`src/rtl/ps2_scan_sequencer_if.sv`:
```
// Byte-in / matrix-write-out bundle between PS/2 receiver, sequencer and key matrix.
// Pure wiring, no latency.
// No backpressure: bytes are pushed, matrix writes are fire-and-forget.
interface ps2_scan_sequencer_if;
  logic       ce;
  logic       rx_strobe;
  logic [7:0] rx_data;
  logic       clear;
  logic       strobe;
  logic       pressed;
  logic [7:0] code;
  logic       busy;
  logic       dropped;

  modport master (
    output ce, rx_strobe, rx_data, clear,
    input  strobe, pressed, code, busy, dropped
  );

  modport slave (
    input  ce, rx_strobe, rx_data, clear,
    output strobe, pressed, code, busy, dropped
  );
endinterface

```
`src/rtl/ps2_scan_sequencer.sv`:
```
// Turns PS/2 scan bytes (with F0/E0/E1 prefixes) into key-matrix writes; owns release-all sweeps.
// Latency: one cycle from sampled rx_strobe to registered strobe/code/pressed.
// No backpressure: one-entry hold absorbs a byte during a sweep, further bytes are dropped and flagged.
module ps2_scan_sequencer #(
  parameter logic [15:0] TIMEOUT = 16'd60000
) (
  input  logic                   clock,
  input  logic                   reset,
  ps2_scan_sequencer_if.slave    bus
);

  typedef enum logic [2:0] {
    ST_SWEEP, ST_IDLE, ST_BREAK, ST_EXT, ST_EXT_BREAK, ST_SKIP
  } state_t;

  state_t      state_q, state_d;
  logic [6:0]  sweep_cnt_q, sweep_cnt_d;
  logic [2:0]  skip_cnt_q, skip_cnt_d;
  logic [15:0] tmo_cnt_q, tmo_cnt_d;
  logic        hold_vld_q, hold_vld_d;
  logic [7:0]  hold_dat_q, hold_dat_d;
  logic        strobe_q, strobe_d;
  logic        pressed_q, pressed_d;
  logic [7:0]  code_q, code_d;
  logic        dropped_q, dropped_d;

  logic        byte_vld;
  logic [7:0]  byte_dat;
  logic        in_prefix;

  assign in_prefix = (state_q == ST_BREAK) || (state_q == ST_EXT) ||
                     (state_q == ST_EXT_BREAK) || (state_q == ST_SKIP);

  // Next-state: sweep engine, hold register, prefix decoder and prefix timeout.
  always_comb begin
    state_d     = state_q;
    sweep_cnt_d = sweep_cnt_q;
    skip_cnt_d  = skip_cnt_q;
    tmo_cnt_d   = tmo_cnt_q;
    hold_vld_d  = hold_vld_q;
    hold_dat_d  = hold_dat_q;
    strobe_d    = 1'b0;
    pressed_d   = pressed_q;
    code_d      = code_q;
    dropped_d   = 1'b0;
    byte_vld    = 1'b0;
    byte_dat    = 8'h00;

    if (bus.clear || state_q == ST_SWEEP) begin
      // clear wins over everything, including the sweep step of this cycle
      if (bus.clear) begin
        state_d     = ST_SWEEP;
        sweep_cnt_d = 7'h00;
      end else begin
        strobe_d    = 1'b1;
        pressed_d   = 1'b1;
        code_d      = {1'b0, sweep_cnt_q};
        sweep_cnt_d = sweep_cnt_q + 7'h01;
        if (sweep_cnt_q == 7'h7F) begin
          state_d = ST_IDLE;
        end
      end
      // bytes arriving while sweeping are parked; a second one is lost
      if (bus.rx_strobe) begin
        if (hold_vld_q) begin
          dropped_d = 1'b1;
        end else begin
          hold_vld_d = 1'b1;
          hold_dat_d = bus.rx_data;
        end
      end
    end else begin
      // parked byte goes first; a byte arriving now takes its slot
      if (hold_vld_q) begin
        byte_vld = 1'b1;
        byte_dat = hold_dat_q;
        if (bus.rx_strobe) begin
          hold_dat_d = bus.rx_data;
        end else begin
          hold_vld_d = 1'b0;
        end
      end else if (bus.rx_strobe) begin
        byte_vld = 1'b1;
        byte_dat = bus.rx_data;
      end

      if (byte_vld) begin
        if (byte_dat == 8'h00 || byte_dat == 8'hFF) begin
          state_d     = ST_SWEEP;
          sweep_cnt_d = 7'h00;
        end else if (state_q == ST_SKIP) begin
          skip_cnt_d = skip_cnt_q - 3'd1;
          if (skip_cnt_q == 3'd1) begin
            state_d = ST_IDLE;
          end
        end else if (byte_dat == 8'hF0) begin
          if (state_q == ST_IDLE) begin
            state_d = ST_BREAK;
          end else if (state_q == ST_EXT) begin
            state_d = ST_EXT_BREAK;
          end
        end else if (byte_dat == 8'hE0) begin
          state_d = ST_EXT;
        end else if (byte_dat == 8'hE1) begin
          state_d    = ST_SKIP;
          skip_cnt_d = 3'd7;
        end else if (!byte_dat[7]) begin
          strobe_d  = 1'b1;
          code_d    = byte_dat;
          pressed_d = (state_q == ST_BREAK) || (state_q == ST_EXT_BREAK);
          state_d   = ST_IDLE;
        end else begin
          state_d = ST_IDLE;
        end
      end else if (bus.ce && in_prefix) begin
        if (tmo_cnt_q == TIMEOUT - 16'd1) begin
          state_d = ST_IDLE;
        end else begin
          tmo_cnt_d = tmo_cnt_q + 16'd1;
        end
      end
    end

    // timeout restarts on any accepted byte or any state change
    if (byte_vld || state_d != state_q) begin
      tmo_cnt_d = 16'd0;
    end
  end

  // State and output registers; reset lands in a fresh sweep.
  always_ff @(posedge clock or negedge reset) begin
    if (!reset) begin
      state_q     <= ST_SWEEP;
      sweep_cnt_q <= 7'h00;
      skip_cnt_q  <= 3'd0;
      tmo_cnt_q   <= 16'd0;
      hold_vld_q  <= 1'b0;
      hold_dat_q  <= 8'h00;
      strobe_q    <= 1'b0;
      pressed_q   <= 1'b1;
      code_q      <= 8'h00;
      dropped_q   <= 1'b0;
    end else begin
      state_q     <= state_d;
      sweep_cnt_q <= sweep_cnt_d;
      skip_cnt_q  <= skip_cnt_d;
      tmo_cnt_q   <= tmo_cnt_d;
      hold_vld_q  <= hold_vld_d;
      hold_dat_q  <= hold_dat_d;
      strobe_q    <= strobe_d;
      pressed_q   <= pressed_d;
      code_q      <= code_d;
      dropped_q   <= dropped_d;
    end
  end

  assign bus.strobe  = strobe_q;
  assign bus.pressed = pressed_q;
  assign bus.code    = code_q;
  assign bus.busy    = (state_q == ST_SWEEP);
  assign bus.dropped = dropped_q;

endmodule

```
`src/flat_wrapper.sv`:
```
// flat-port wrapper written by rule: the top's interface ports become plain ports
module ps2_scan_sequencer_flat 
#(
  parameter logic [15:0] TIMEOUT = 16'd60000
)
  (clock, reset, bus_ce, bus_rx_strobe, bus_rx_data, bus_clear, bus_strobe, bus_pressed, bus_code, bus_busy, bus_dropped);
  ps2_scan_sequencer_if bus_i ();
  input  logic clock;
  input  logic reset;
  input wire logic [$bits(bus_i.ce)-1:0] bus_ce;
  input wire logic [$bits(bus_i.rx_strobe)-1:0] bus_rx_strobe;
  input wire logic [$bits(bus_i.rx_data)-1:0] bus_rx_data;
  input wire logic [$bits(bus_i.clear)-1:0] bus_clear;
  output wire logic [$bits(bus_i.strobe)-1:0] bus_strobe;
  output wire logic [$bits(bus_i.pressed)-1:0] bus_pressed;
  output wire logic [$bits(bus_i.code)-1:0] bus_code;
  output wire logic [$bits(bus_i.busy)-1:0] bus_busy;
  output wire logic [$bits(bus_i.dropped)-1:0] bus_dropped;
  assign bus_i.ce = bus_ce;
  assign bus_i.rx_strobe = bus_rx_strobe;
  assign bus_i.rx_data = bus_rx_data;
  assign bus_i.clear = bus_clear;
  assign bus_strobe = bus_i.strobe;
  assign bus_pressed = bus_i.pressed;
  assign bus_code = bus_i.code;
  assign bus_busy = bus_i.busy;
  assign bus_dropped = bus_i.dropped;
  ps2_scan_sequencer #(.TIMEOUT(TIMEOUT)) u_core (.clock(clock), .reset(reset), .bus(bus_i));
endmodule
```
`config.mk`:
```
export PLATFORM = sky130hd
export DESIGN_NAME = ps2_scan_sequencer_flat
export DESIGN_NICKNAME = d
export VERILOG_FILES = /design/src/rtl/ps2_scan_sequencer_if.sv /design/src/rtl/ps2_scan_sequencer.sv /design/src/flat_wrapper.sv
export SDC_FILE = /design/constraint.sdc
export NUM_CORES = 1
export LEC_CHECK = 0
export CORE_UTILIZATION = 45
export CTS_BUF_LIST = sky130_fd_sc_hd__clkbuf_8
export CTS_CLUSTER_DIAMETER = 100
export DETAILED_ROUTE_END_ITERATION = 16
export SYNTH_ARGS = -nofsm -noshare
export SYNTH_HDL_FRONTEND = slang
export SYNTH_SLANG_ARGS = --single-unit
```
`constraint.sdc`:
```
create_clock -name clock -period 3.2 [get_ports clock]
set_input_delay 0.64 -clock clock [delete_from_list [all_inputs] [get_ports clock]]
set_output_delay 0.64 -clock clock [all_outputs]
set_load 0.1 [all_outputs]
```
==> out/qor.csv, run 1 <==
metric,value,unit
clk_pin_slew,90,ps
total_power,1400,µW
synth_nets,315,
drtAntennaViolNets,0,
synth_ff_type,dfrtp_1,
cts_root_buffer,clkbuf_8,
drive_above_1_share,0.245,
grt_first_pass_wirelength,11200,µm
numCtsBuffers,5,
grt_overflow_total,0,
cpLargestDelayFamily,simple AND/OR/NAND/NOR gates,
peakVddDrop,0.252,mV
wire_per_inst,16.0,µm
area_delta_synth_final,13.1,%
tns,0,ps
met3_usage,0.0338,
postCtsSetupRepairBufs,0,
dp_hpwl,4530,µm
pin_count,25,
synth_cell_types,71,
h-tree-depth,2,
syn_inst,298,
min_from,u_core.bus.pressed$_DFFE_PN1P_,
core,6350,µm²
synthArstFlopShare,1.00,
power_leakage,0.00149,µW
avgSynthCellArea,9.98,µm²
cts_resized,0,
cp-start-kind,input pin,
final_common_cell,dfrtp_1,
cp_cell_sequence,clkdlybuf4s50_1 -> nor2b_2 -> a22o_2 -> nor2_1 -> nand2_1 -> nand4b_1 -> a21o_1 -> mux2_2,
clkLatencyLatePin,310,ps
die-height,83.3,µm
slew_headroom,0.280,
critPathMaxFanout,9,
fp.dieW,83.3,µm
holdBufCountCts,0,
setup_violations,0,
worst_hold_path_type,reg2reg,
wl,6380,µm
ys_seq_area_frac,0.404,
whs_path_depth,2,
post-route-drc-count,0,
dp_cells,391,
timing.final.max_slew_violations,0,
portBuffers,23,
worstMarginPinSlew,1080,ps
start_util,0.468,
worst_setup_path_end_kind,flip-flop,
grt_pass1_vias,2240,
period_share,0.837,
max_freq,374,MHz
grt_max_degree,49,
core.rowCount,29,
hold_viol,0,
rr_endpoint,u_core.bus.code[3]$_DFFE_PN0P_,
rr_startpoint,u_core.hold_vld_q$_DFFE_PN0N_,
drt_iter0_markers,103,
globalplace.congestion,0.790,
insertedDiodeCount,0,
slowest_delay,550,ps
grt_busiest_layer,met2,
worst_path_max_delay_cell,clkdlybuf4s50_1,
status,"complete, no violations",
drt-vias-per-instance,5.72,
final_cell_mix,"dfrtp_1 (47), nand2_1 (33), buf_4 (19)",
cts_sinks,48,
met1_usage,0.291,
layout_min_cycle_time,2680,ps
fin_cells,399,
yosysWarningCount,0,
num_vias,2283,
cts.path.max_buffers,2,
grtUsageMet2,0.300,
crit_type,in2reg,
antenna_found_initial,0,
finalClockSkew,6.44,ps
grt_setup_unrepaired,false,
path_buf_inv,1,
cp.arrival,2880,ps
drv_cap,0,
nNetsFinal,338,
reg2regPathDepth,8,
synth_area,2970,µm²
ys_ff_latch,48,
power_density,416,nW/µm²
grtUsageTotal,0.199,
cts_tree,done,
r2r_slack,760,ps
dr.pass1.iters,4,
holdPathEnd,u_core.bus.pressed$_DFFE_PN1P_,
required,3400,ps
dieArea,6940,µm²
synth_edf_count,0,
==> how the worst max path moves through the flow <==
stage,from,to,slack (ps),cells after the start
4_1_cts,bus_rx_strobe,u_core.bus.code[3]$_DFFE_PN0P_,530,8
5_1_grt,bus_rx_strobe,u_core.skip_cnt_q[2]$_DFFE_PN0P_,360,10
3_5_place_dp,bus_rx_strobe,u_core.bus.code[2]$_DFFE_PN0P_,200,8
2_1_floorplan,u_core.state_q[1]$_DFF_PN0_,u_core.tmo_cnt_q[2]$_DFFE_PN0P_,740,9
3_3_place_gp,bus_rx_strobe,u_core.bus.code[2]$_DFFE_PN0P_,220,8
6_report,bus_rx_strobe,u_core.bus.code[3]$_DFFE_PN0P_,520,8
==> per-stage QoR <==
step / hold slack (ps) / setup slack (ps) / utilization / cell area [µm²]
3_5_place_dp: 460 / 198 / 0.512 / 3250
3_3_place_gp: 457 / 216 / 0.512 / 3250
2_1_floorplan: 344 / 738 / - / 2970
4_1_cts: 478 / 526 / 0.530 / 3360
6_report: 478 / 523 / 0.530 / 3360
5_1_grt: 506 / 360 / 0.530 / 3360
==> cell families (layout without fill, tap and decap cells) <==
group / after synthesis / after routing / synth area share
other: 1 / 1 / 0.00126
multiplexers: 18 / 18 / 0.0665
flip-flops: 48 / 48 / 0.404
AND/OR/NAND/NOR: 120 / 120 / 0.250
XOR/XNOR: 17 / 17 / 0.0501
adder cells (fa/ha/maj): 5 / 5 / 0.0202
buffers and inverters: 26 / 50 / 0.0513
AO/OA/AOI/OAI: 63 / 63 / 0.157
==> Yosys cell counts (all sizes together) (2+ instances only) <==
cell type  count  area, µm²
dfrtp         47       1180
nand2         34        130
nor3          19        155
o21ai         19        106
nor2          17       63.8
mux2          14        158
a21oi         12       60.1
buf           11       86.3
nand4          9       56.3
xnor2          9       78.8
inv            8       30.0
nand3          8       40.0
xor2           8       70.1
and3           7       45.1
a31oi          6       58.8
clkbuf         6       32.5
nor2b          5       33.8
ha             4       50.1
mux2i          4       40.0
o21a           4       30.0
a22o           3       28.8
a22oi          3       22.5
nand3b         3       35.0
nand4b         3       26.3
a21o           2       15.0
and4           2       21.3
nor3b          2       20.0
nor4           2       42.5
o211ai         2       15.0
o31ai          2       15.0
or2            2       12.5
==> worst register-to-register path, stage by stage (launching register included) <==
cell	delay, ps
dfrtp_1	520
buf_4	290
nor2b_2	80
a22o_2	250
nor2_1	280
nand2_1	90
nand4b_1	90
a21o_1	350
mux2_2	380
==> routing by layer <==
layer | share of wire | wire length, µm | up-vias
li1 | - | - | 1127
met5 | 0 | 0 | -
met1 | 0.50 | 3170 | 1112
met2 | 0.46 | 2910 | 38
met3 | 0.035 | 226 | 6
met4 | 0.011 | 72 | 0
==> cell type report <==
cell class	instances	area, µm²
fillers	563	2990
multi-input cells	224	1620
flip-flops and latches	48	1200
repair buffers	33	298
well taps	77	96.3
clock buffers	5	68.8
clock inverters	3	46.3
inverters	9	33.8
==> report_power, final <==
group	switching (µW)	internal (µW)	leakage, µW
clock	218	235	0.0000548
sequential	31.0	643	0.000640
combinational	167	103	0.000791
==> sequential cells by signal, summed over array words and instances, names as in the netlist <==
name / cells
u_core.hold_dat_q: 8
u_core.bus.pressed: 1
u_core.sweep_cnt_q: 7
u_core.bus.strobe: 1
u_core.bus.dropped: 1
u_core.state_q: 3
u_core.bus.code: 7
u_core.tmo_cnt_q: 16
u_core.skip_cnt_q: 3
u_core.hold_vld_q: 1
Note: power is estimated with default switching activity, not from simulation.
==> inputs of run 2 (changes only) <==
--- a/config.mk
+++ b/config.mk
@@ -9,6 +9,7 @@
 export CTS_BUF_LIST = sky130_fd_sc_hd__clkbuf_8
 export CTS_CLUSTER_DIAMETER = 100
 export DETAILED_ROUTE_END_ITERATION = 16
+export PLACE_DENSITY = 0.67
 export SYNTH_ARGS = -nofsm -noshare
 export SYNTH_HDL_FRONTEND = slang
 export SYNTH_SLANG_ARGS = --single-unit
==> constraint.sdc (replaced) <==
create_clock -name clock -period 2.4 [get_ports clock]
set_input_delay 0.48 -clock clock [delete_from_list [all_inputs] [get_ports clock]]
set_output_delay 0.48 -clock clock [all_outputs]
set_load 0.1 [all_outputs]
==> out/qor.csv, run 2 (synthesis gave the netlist of run 1 again) <==
metric,value,unit
drt-vias-per-instance,5.50,
drt_iter0_markers,206,
grt_setup_unrepaired,false,
timing.final.max_slew_violations,0,
top_regs,"u_core.tmo_cnt_q: 16 flops, u_core.hold_dat_q: 8 flops",
holdBufCountCts,0,
cts_tree,done,
met2_length,2970,µm
worst_path_max_delay_cell,or4b_4,
setup_violations,0,
fp.dieW,83.3,µm
drtAntennaViolNets,0,
cts_root_buffer,clkbuf_8,
globalplace.congestion,0.800,
power_density,525,nW/µm²
layout_min_cycle_time,2240,ps
peakVddDrop,0.356,mV
dp_hpwl,4650,µm
core,6350,µm²
dieArea,6940,µm²
slowest_delay,560,ps
dr_wl_met3,169,µm
regMostFlops,u_core.tmo_cnt_q,
wl,6170,µm
core.rowCount,29,
antenna_found_initial,0,
cp_cell_sequence,or4b_4 -> nor4_4 -> nand2_1 -> o21ai_1 -> a21boi_1 -> o2111ai_2 -> buf_12 -> nor3_1,
tns,0,ps
final_common_cell,buf_4,
grt_first_pass_wirelength,10700,µm
status,"complete, no violations",
largest_reg_flops,16,
hold_viol,0,
max_freq,446,MHz
required,2600,ps
final_util,0.572,
clkLatencyLatePin,310,ps
worst_setup_path_end_kind,flip-flop,
postCtsSetupRepairBufs,0,
start_util,0.468,
grt_max_degree,34,
crit_type,reg2reg,
worstMarginPinSlew,747,ps
post-route-drc-count,0,
clk_pin_slew,90,ps
worst_hold_path_type,in2async,
drv_cap,0,
cp-start-kind,flip-flop,
num_vias,2375,
finalClockSkew,10.9,ps
wire_per_inst,14.3,µm
grtUsageTotal,0.188,
portBuffers,23,
h-tree-depth,2,
wl_met1,2970,µm
insertedDiodeCount,0,
die-height,83.3,µm
top_layer,met4,
slew_headroom,0.502,
critPathMaxFanout,16,
dr.pass1.iters,4,
grt_pass1_vias,2285,
numCtsBuffers,5,
cts_sinks,48,
final_cell_mix,"buf_4 (51), dfrtp_1 (46), nand2_1 (33)",
power_leakage,0.00166,µW
period_share,0.934,
cp.arrival,2440,ps
pin_count,25,
drive_above_1_share,0.324,
area_delta_synth_final,22.1,%
grt_overflow_total,0,
cts.path.max_buffers,2,
nNetsFinal,371,
==> run 2: stage by stage <==
step                      setup slack [ps]  total power, µW  area [µm²]  std cells  hold slack (ps)
after global routing                  28.3             2000        3630        432              301
after global placement                -259             1330        3510        424              461
after CTS                             4.51             1930        3630        432              256
after detailed placement              -323             1330        3510        424              485
final                                  158             1910        3630        432              232
after floorplan                       88.2             1170        2980        298              184
==> run 2: layer usage <==
layer	up-vias	GRT usage
li1	1191	-
met1	1146	0.258
met2	33	0.308
met3	5	0.0318
met4	0	0.0455
met5	-	0
==> run 2: final timing paths <==
kind / start / endpoint / slack, ps / depth (start not counted)
max in group asynchronous: reset / u_core.sweep_cnt_q[4]$_DFFE_PN0P_ / 1550 / 2
min in group clock: u_core.bus.pressed$_DFFE_PN1P_ / u_core.bus.pressed$_DFFE_PN1P_ / 490 / 2
setup / recovery: u_core.tmo_cnt_q[5]$_DFFE_PN0P_ / u_core.tmo_cnt_q[9]$_DFFE_PN0P_ / 160 / 8
setup reg to reg: u_core.tmo_cnt_q[5]$_DFFE_PN0P_ / u_core.tmo_cnt_q[9]$_DFFE_PN0P_ / 160 / 8
hold reg to reg: u_core.bus.pressed$_DFFE_PN1P_ / u_core.bus.pressed$_DFFE_PN1P_ / 490 / 2
hold / removal: reset / u_core.tmo_cnt_q[6]$_DFFE_PN0P_ / 230 / 1
==> run 2: worst max-delay path, delay by kind of cell, from the launching register on <==
kind | cells | cell delay, ps
DFF | 1 | 430
AOI/OAI and AO/OA | 3 | 400
buffers and inverters | 1 | 200
and+or+nand+nor | 4 | 1120
==> run 2: area by class of cell <==
| class | count | area, µm² |
|---|---|---|
| clock buffers | 5 | 68.8 |
| clock inverters | 3 | 42.5 |
| fillers | 563 | 2720 |
| inverters | 9 | 36.3 |
| multi-input cells | 224 | 1620 |
| flip-flops and latches | 48 | 1200 |
| well taps | 77 | 96.3 |
| repair buffers | 66 | 561 |
==> run 2: what timing repair did <==
item | in CTS | in global routing
setup endpoints to repair | 4 | 26
resized for setup | 1 | 3
pin swaps | 0 | 2
gates cloned | 0 | 0
==> run 2: power by group <==
part / internal, µW / switching, µW
combinational: 188 / 232
clock: 309 / 278
sequential: 858 / 42.4
total: 1350 / 553
